`src/rtl/spi_reg_target.sv`:
```
`default_nettype none
// ============================================================================
// Module      : spi_reg_target
// Description : SPI mode-0 target exposing a byte-wide register file.
//               SCLK/SSEL/MOSI are oversampled in the clk domain, and all
//               shifting and decoding is done with clk-domain edge strobes.
// Revision    : 1.0 - initial release
// ============================================================================
module spi_reg_target #(
  parameter int NUM_REGS = 8
) (
  input  logic                  clk,
  input  logic                  rst_n,
  input  logic                  sclk,
  input  logic                  ssel,
  input  logic                  mosi,
  output logic                  miso,
  output logic                  miso_oe,
  output logic [8*NUM_REGS-1:0] regs_flat,
  output logic                  wr_strobe,
  output logic [6:0]            wr_addr,
  output logic [7:0]            wr_data
);

  localparam int         c_aw       = (NUM_REGS > 1) ? $clog2(NUM_REGS) : 1;
  localparam logic [7:0] c_num_regs = 8'(NUM_REGS);

  localparam logic [1:0] c_st_idle = 2'd0;
  localparam logic [1:0] c_st_cmd  = 2'd1;
  localparam logic [1:0] c_st_data = 2'd2;

  // Pin synchronizers; bit [1] is the synchronized value.
  logic [1:0] r_sclk_sync;
  logic [1:0] r_ssel_sync;
  logic [1:0] r_mosi_sync;
  logic       r_sclk_prev;

  logic [1:0] r_state;
  logic [2:0] r_bit_cnt;
  logic [6:0] r_shift_in;
  logic [7:0] r_shift_out;
  logic [6:0] r_addr;
  logic       r_rd;
  logic       r_load_pend;

  logic [7:0] r_regs [NUM_REGS];
  logic       r_wr_strobe;
  logic [6:0] r_wr_addr;
  logic [7:0] r_wr_data;

  logic       w_sclk;
  logic       w_ssel;
  logic       w_mosi;
  logic       w_rise;
  logic       w_fall;
  logic [7:0] w_byte;
  logic       w_in_range;
  logic [7:0] w_rd_data;
  logic       w_commit;

  // Two-flop synchronizers plus a delayed SCLK copy for edge detection.
  // SSEL resets high so the target comes out of reset deselected.
  always_ff @(posedge clk or negedge rst_n) begin
    if (!rst_n) begin
      r_sclk_sync <= 2'b00;
      r_ssel_sync <= 2'b11;
      r_mosi_sync <= 2'b00;
      r_sclk_prev <= 1'b0;
    end else begin
      r_sclk_sync <= {r_sclk_sync[0], sclk};
      r_ssel_sync <= {r_ssel_sync[0], ssel};
      r_mosi_sync <= {r_mosi_sync[0], mosi};
      r_sclk_prev <= r_sclk_sync[1];
    end
  end

  assign w_sclk = r_sclk_sync[1];
  assign w_ssel = r_ssel_sync[1];
  assign w_mosi = r_mosi_sync[1];
  assign w_rise = w_sclk & ~r_sclk_prev;
  assign w_fall = ~w_sclk & r_sclk_prev;

  // Byte as it will stand once the current rise's bit is shifted in.
  assign w_byte     = {r_shift_in, w_mosi};
  assign w_in_range = ({1'b0, r_addr} < c_num_regs);
  assign w_rd_data  = w_in_range ? r_regs[r_addr[c_aw-1:0]] : 8'h00;
  assign w_commit   = (r_state == c_st_data) && w_rise && (r_bit_cnt == 3'd7) && !r_rd;

  // Transaction FSM: command decode, bit counting, address tracking and the
  // MISO shift-out register. Deselect overrides everything except the write
  // commit, which is handled in the register-file block.
  always_ff @(posedge clk or negedge rst_n) begin
    if (!rst_n) begin
      r_state     <= c_st_idle;
      r_bit_cnt   <= 3'd0;
      r_shift_in  <= 7'd0;
      r_shift_out <= 8'd0;
      r_addr      <= 7'd0;
      r_rd        <= 1'b0;
      r_load_pend <= 1'b0;
    end else begin
      case (r_state)
        c_st_idle: begin
          if (!w_ssel) begin
            r_state   <= c_st_cmd;
            r_bit_cnt <= 3'd0;
          end
        end
        c_st_cmd: begin
          if (w_rise) begin
            r_shift_in <= w_byte[6:0];
            r_bit_cnt  <= r_bit_cnt + 3'd1;
            if (r_bit_cnt == 3'd7) begin
              r_addr      <= w_byte[6:0];
              r_rd        <= w_byte[7];
              r_load_pend <= w_byte[7];
              r_state     <= c_st_data;
            end
          end
        end
        c_st_data: begin
          if (w_rise) begin
            r_shift_in <= w_byte[6:0];
            r_bit_cnt  <= r_bit_cnt + 3'd1;
            if (r_bit_cnt == 3'd7) begin
              if (r_rd) begin
                r_load_pend <= 1'b1;
              end else begin
                r_addr <= r_addr + 7'd1;
              end
            end
          end
          // Reads reload on the fall after a byte boundary, else shift left.
          if (w_fall && r_rd) begin
            if (r_load_pend) begin
              r_shift_out <= w_rd_data;
              r_addr      <= r_addr + 7'd1;
              r_load_pend <= 1'b0;
            end else begin
              r_shift_out <= {r_shift_out[6:0], 1'b0};
            end
          end
        end
        default: r_state <= c_st_idle;
      endcase

      if (w_ssel) begin
        r_state     <= c_st_idle;
        r_bit_cnt   <= 3'd0;
        r_shift_out <= 8'd0;
        r_load_pend <= 1'b0;
      end
    end
  end

  // Register file and write-report outputs; in-range writes only.
  always_ff @(posedge clk or negedge rst_n) begin
    if (!rst_n) begin
      for (int i = 0; i < NUM_REGS; i++) begin
        r_regs[i] <= 8'h00;
      end
      r_wr_strobe <= 1'b0;
      r_wr_addr   <= 7'd0;
      r_wr_data   <= 8'd0;
    end else begin
      r_wr_strobe <= 1'b0;
      if (w_commit && w_in_range) begin
        r_regs[r_addr[c_aw-1:0]] <= w_byte;
        r_wr_strobe              <= 1'b1;
        r_wr_addr                <= r_addr;
        r_wr_data                <= w_byte;
      end
    end
  end

  for (genvar g = 0; g < NUM_REGS; g++) begin : g_flat
    assign regs_flat[8*g +: 8] = r_regs[g];
  end

  assign miso      = r_shift_out[7];
  assign miso_oe   = ~w_ssel;
  assign wr_strobe = r_wr_strobe;
  assign wr_addr   = r_wr_addr;
  assign wr_data   = r_wr_data;

endmodule
`default_nettype wire

```
`config.mk`:
```
export PLATFORM = sky130hd
export DESIGN_NAME = spi_reg_target
export DESIGN_NICKNAME = d
export VERILOG_FILES = /design/src/rtl/spi_reg_target.sv
export SDC_FILE = /design/constraint.sdc
export NUM_CORES = 1
export LEC_CHECK = 0
export CAP_MARGIN = 10
export CORE_ASPECT_RATIO = 1.4
export CORE_MARGIN = 10
export CORE_UTILIZATION = 45
export CTS_CLUSTER_SIZE = 30
export DETAILED_ROUTE_END_ITERATION = 6
export PLACE_DENSITY = 0.8
export SLEW_MARGIN = 30
export SYNTH_ARGS = -nofsm -noshare
export SYNTH_HDL_FRONTEND = slang
export SYNTH_SLANG_ARGS = --single-unit
```
`constraint.sdc`:
```
create_clock -name clk -period 3.22 [get_ports clk]
set_clock_uncertainty 0.05 [all_clocks]
set_input_delay 0.644 -clock clk [delete_from_list [all_inputs] [get_ports clk]]
set_output_delay 0.644 -clock clk [all_outputs]
set_load 0.02 [all_outputs]
```
# [Word-level counts from Yosys, hierarchy flattened]
# Cells that the tools add are included.
[word_totals] reg_bits=116 latchBits=0 ramBits=0 romBits=0 in_bits=5 out_inout_bits=82 word_cells=99 mem_count=0
[classes] add_sub_neg=2 multipliers=0 div_mod_pow=0 order_cmp=3 eq_ne=9 shift=0 n_mux=36 n_bitwise=6 reduce_logical=21
[ops] operator="bitwise mux 64 bit" count=1
[ops] operator="two-way mux 8 bit" count=8
[ops] operator="two-way mux 7 bit" count=7
[ops] operator="binary-select mux 8 bit (select 3 bit)" count=1
[ops] operator="demux 8 bit (select 3 bit)" count=1
[ops] operator="case mux 7 bit (2 select lines)" count=1
[ops] operator="AND reduction 3 bit" count=4
[ops] operator="two-way mux 1 bit" count=9
[ops] operator="adder 7 x 1 -> 7 bit, second input constant" count=1
[ops] operator="less-than comparator 7 x 4 -> 1 bit, second input constant" count=1
[ops] operator="logical AND 1 bit" count=6
[ops] operator="two-way mux 2 bit" count=3
[ops] operator="two-way mux 3 bit" count=2
[ops] operator="inequality test 2 bit, second input constant" count=3
[ops] operator="inequality test 3 bit, second input constant" count=2
[ops] operator="case mux 2 bit (3 select lines)" count=1
[ops] operator="case mux 3 bit (2 select lines)" count=1
[ops] operator="AND reduction 2 bit" count=3
[ops] operator="nonzero test 2 bit" count=3
[ops] operator="nonzero test 3 bit" count=2
[ops] operator=">= comparator 4 bit, second input constant" count=1
[ops] operator="less-than comparator 4 x 1 -> 1 bit, second input constant" count=1
[ops] operator="NOT 3 -> 4 bit" count=1
[ops] operator="adder 3 x 1 -> 3 bit, second input constant" count=1
[ops] operator="10 further kinds" count=13

# [Depth between registers and ports, before layout]
[depth] word_depth=9 ltp_mapped=8 ltp_nobuf=7

# [Worst setup path before layout]
# No wires, ideal clock.
[synth_path] path_kind="register -> register" startpoint="register r_bit_cnt[0]" endpoint="register r_regs (netlist bit regs_flat[10])" setup_time_ps=125 arrival_time_ps=2022 t_required_ps=3045 slack_ps=1024 path_stages_with_launch=8 n_path_buf=1 period_less_slack_ps=2196 cell_sequence="dfrtp_1 > ha_1 > ha_1 > and4bb_4 > nand3_2 > buf_6 > nor4b_4 > mux2_2"
[synth_between] elab_chain_len=4
[synth_rtl] element="start: declaration" line="39" source="logic [2:0] r_bit_cnt;"
[synth_rtl] element="start signal: assignment" line="112" source="r_bit_cnt <= r_bit_cnt + 3'd1;"
[synth_rtl] element="start signal: assignment" line="124" source="r_bit_cnt <= r_bit_cnt + 3'd1;"
[synth_rtl] element="== test 3 bit" line="87" source="assign w_commit = (r_state == c_st_data) && w_rise && (r_bit_cnt == 3'd7) && !r_rd;"
[synth_rtl] element="logical AND 1 bit (2 in a row)" line="87"
[synth_rtl] element="logical AND 1 bit" line="167" source="if (w_commit && w_in_range) begin"
[synth_rtl] element="end signal: indexed assignment" line="168" source="r_regs[r_addr[c_aw-1:0]] <= w_byte;"
[synth_rtl] element="end: declaration" line="46" source="logic [7:0] r_regs [NUM_REGS];"
# Every way passes these cells.
# A chain may end at the register's enable or synchronous reset.

# [Final worst setup path]
[layout_path] startpoint="register r_bit_cnt[0]" endpoint="register r_regs (netlist bit regs_flat[11])"
# The elaborated chain is that of the path after synthesis.

==> impl_results.md <==
- DR vias/cell: 5.842
- Final hold vios: 0
- Layout Nets: 521
- Max Fclk: 347.0 MHz
- Crit-path cells: ha_1 > ha_1 > and4bb_4 > nand3_2 > nor4b_4 > mux2_2
- Dpl hpwl: 10140 um
- Final instance count without filler cells: 669
- Leak: 3.207 nW
- DIE HEIGHT: 149.6 um
- P_int: 3.022 mW
- Top cell type's share of synthesized area: 0.5280
- Initial core utilization: 0.4571
- Crit-path max cell delay: 0.85 ns
- CTS Sinks: 116
- NetSw: 1.428 mW
- Layout area overhead: 28.83%
- Reg2reg start: r_bit_cnt[0]
- Post-layout minimum cycle time: 2.882 ns
- Synth Cell Area: 0.005403 mm^2
- Hold_buf cts: 0
- WL/cell: 21.88 um
- GRT Overall Usage: 0.1753
- Sequential cell area fraction in the yosys report: 0.5377
- PD cells: 639.3 mW/mm^2
- Actual slew at the worst max-slew pin: 0.9285 ns
- Cell family with most CP delay: simple AND/OR/NAND/NOR gates
- Routed wl met2: 8037 um
- Via count: 3908
- CTS tree: yes
- Cell accounting for the most synthesized area: dfrtp_1
- Clock root buffer: clkbuf_16
- Buffer and inverter count on the worst path: 0
- Post-synthesis compound-gate area fraction: 0.09611
- XOR/XNOR Fraction of Synth Area: 0
- Total global routing overflow: 0
- WS Path Type: reg -> reg
- Cell seen most often among critical-path stages: ha_1
- Setup Buffers After CTS: 0
- Largest family of logic cells by synthesized area: multiplexers
- Reg2reg path depth: 6
- Hold WC Path Type: in -> async
- Antenna violations before repair: 0
- Drt total wl: 14640 um
- Worst-skew pair later-pin latency: 0.42 ns
- Top post-synthesis cells by area: dfrtp_1 53%, mux2_2 17%, mux2i_1 2.8%
- First-pass GRT wire length: 23290 um
- Synth Area in Adders: 0.01621
- Critical path required time: 3.46 ns
- Critical-path top delay cell: nor4b_4
- Drt first-iter violations: 273
- Net Count, Synth: 441
- Worst R2R Setup Slack: 0.34 ns
- FP Rows: 47
- Highest metal used: met4
- Worst-path clk slew: 0.05 ns
- Final setup viols: 0
- Number of port buffers: 86
- Wire length on met1: 5352 um
- Status: complete, no violations
- #FFs+latches synth: 116
- Unrepaired setup endpoints after global routing: false
- Number of synthesized flops with an enable pin: 0
- Layout cell share with drive strength beyond 1: 0.2701
- Combinational power share: 0.170
- Mapped Avg Cell Area: 12.59 um^2
- Core box area: 0.01182 mm^2
- Critical Path Start Type: register
- Final Slew Violations: 0
- Sequential group share of total power: 0.428
- Max Root-Sink Buffers: 2
- Worst R2R End: regs_flat[11]
- Dominant synthesized flop cell: dfrtp_1
- Clock power share: 0.401
- Post-Synth Simple-Gate Area: 0.1058
- # DRC: 0
- GP Congestion: 0.8817
- Worst vdd ir: 431.3 uV
- Number of gates resized after cts: 0
- Switching Fraction: 0.3209
- Vias in the first global route: 4016
- Die Wd: 112.6 um
- Num ports: 87
- Drt first pass iters: 4
- Largest net degree at the start of global routing: 86
- Die area: 0.01685 mm^2
- Worst setup EP type: register
- FFs w/ async S/R, synth: 1.000
- Antenna diodes: 0
- Cell count after synthesis: 429
- Crit path DAT: 3.12 ns
- CTS Buf Count: 17
- Routed wl met3: 836 um
- Final core utilization: 0.5889
- Antenna Nets Post-Route: 0
- MaxCap Viol Count: 0
- Final setup TNS: 0 ns
- Placed Cells: 637
- Final worst-path cycle share: 0.8949
- Cell variety after synth: 52
- Crit-path max FO: 12
- CTS H-tree depth: 4
- Slew Limit Headroom: 0.3810
- Ys Warns: 0
- Post-synthesis mux area share: 0.2112
==> worst max-delay path by stage <==
stage                         end  depth (start not counted)          from
global placement    regs_flat[14]                          6  r_bit_cnt[0]
finish              regs_flat[11]                          6  r_bit_cnt[0]
CTS                 regs_flat[12]                          6  r_bit_cnt[0]
detailed placement  regs_flat[15]                          6  r_bit_cnt[0]
floorplan           regs_flat[10]                          7  r_bit_cnt[0]
global route        regs_flat[11]                          6  r_bit_cnt[0]
==> worst register-to-register path, delay by kind of cell, from the launching register on <==
family	cells	cell delay (ns)
fa+ha+maj	2	0.39
flops	1	0.37
mux	1	0.41
simple gates	3	1.54
==> layer usage <==
metal  up-vias  GRT usage
li1       1728          -
met1      2009     0.1940
met2       144     0.3077
met3        27    0.04487
met4         0    0.07952
met5         -          0
==> cell families after synthesis <==
family	after synthesis
buffers and inverters	43
AOI/OAI and AO/OA	73
and+or+nand+nor	91
muxes	99
DFF	116
adders and majority gates	7
==> stage by stage <==
step / worst slack, ns / total power, mW / hold slack (ns) / instance area [um^2]
after global routing: 0.1713 / 4.634 / 0.1504 / 6960
after CTS: 0.3026 / 4.454 / 0.1267 / 6960
after floorplan: 1.024 / 2.392 / 0.2812 / 5403
final: 0.3384 / 4.450 / 0.1307 / 6960
after global placement: 0.4706 / 2.638 / 0.2861 / 6385
after detailed placement: 0.3217 / 2.664 / 0.2950 / 6386
==> layout by cell type (no fill, tap or decap), drive strengths merged, types with 3 or more instances in the layout <==
cell type	n
mux2	80
and2	4
mux2i	15
o22a	3
o211a	5
clkbuf	21
nor2	5
o21ai	5
dfrtp	114
o2bb2ai	6
buf	11
nand4b	4
a21bo	4
a21oi	18
clkinv	5
mux4	4
nor3b	7
ha	7
clkdlybuf4s50	85
a31oi	4
o22ai	9
clkinvlp	5
nand2	33
nor3	6
nor2b	5
inv	8
nand3	8
nand2b	3
a211oi	4
a2bb2oi	3
==> power by group through the flow <==
| stage | combinational [mW] | clock (mW) | sequential (mW) |
|---|---|---|---|
| detailed placement | 0.742 | 0 | 1.92 |
| global route | 0.824 | 1.87 | 1.94 |
| finish | 0.758 | 1.79 | 1.91 |
| CTS | 0.754 | 1.80 | 1.90 |
| global placement | 0.724 | 0 | 1.91 |
| floorplan | 0.754 | 0 | 1.64 |
==> cell usage after synthesis (2+ instances only) <==
master and n:
a221oi_1 2, o2bb2ai_1 6, and2_1 4, o22ai_1 9, o211ai_1 2, nand2b_1 3, a211oi_1 4, or4_1 2
a21oi_1 18, o211a_1 5, nor3_1 5, and4b_1 2, buf_2 7, mux2_2 80, a31oi_1 4, nor2b_1 5
nand3b_1 2, dfstp_2 2, clkbuf_1 26, o21a_1 2, nand2_1 33, a2bb2oi_1 3, o22a_1 3, a21bo_2 4
nand3_1 7, nor4b_4 2, dfrtp_1 114, mux2i_1 15, o21ai_0 5, nor2_1 5, ha_1 7, nand4b_1 4
or3_1 2, o2111ai_1 2, mux4_2 4, inv_1 8, nor3b_1 6
==> state kept, by name, summed over array words and instances, names as in the netlist <==
name / flops
r_shift_out: 8
r_shift_in: 7
wr_addr: 7
r_sclk_sync: 2
wr_strobe: 1
r_ssel_sync: 2
r_load_pend: 1
r_sclk_prev: 1
regs_flat: 64
wr_data: 8
r_bit_cnt: 3
r_rd: 1
r_addr: 7
r_state: 2
r_mosi_sync: 2
==> layout make-up <==
class                           instances  area (um^2)
Clock inverter                         11        103.9
Inverter                                8        30.03
Tap cell                              147        183.9
Timing Repair Buffer                   96        945.9
Multi-Input combinational cell        270         2320
Clock buffer                           21        470.5
Sequential cell                       116         2907
Fill cell                             864         4860
Power figures use the tool's default switching activity.
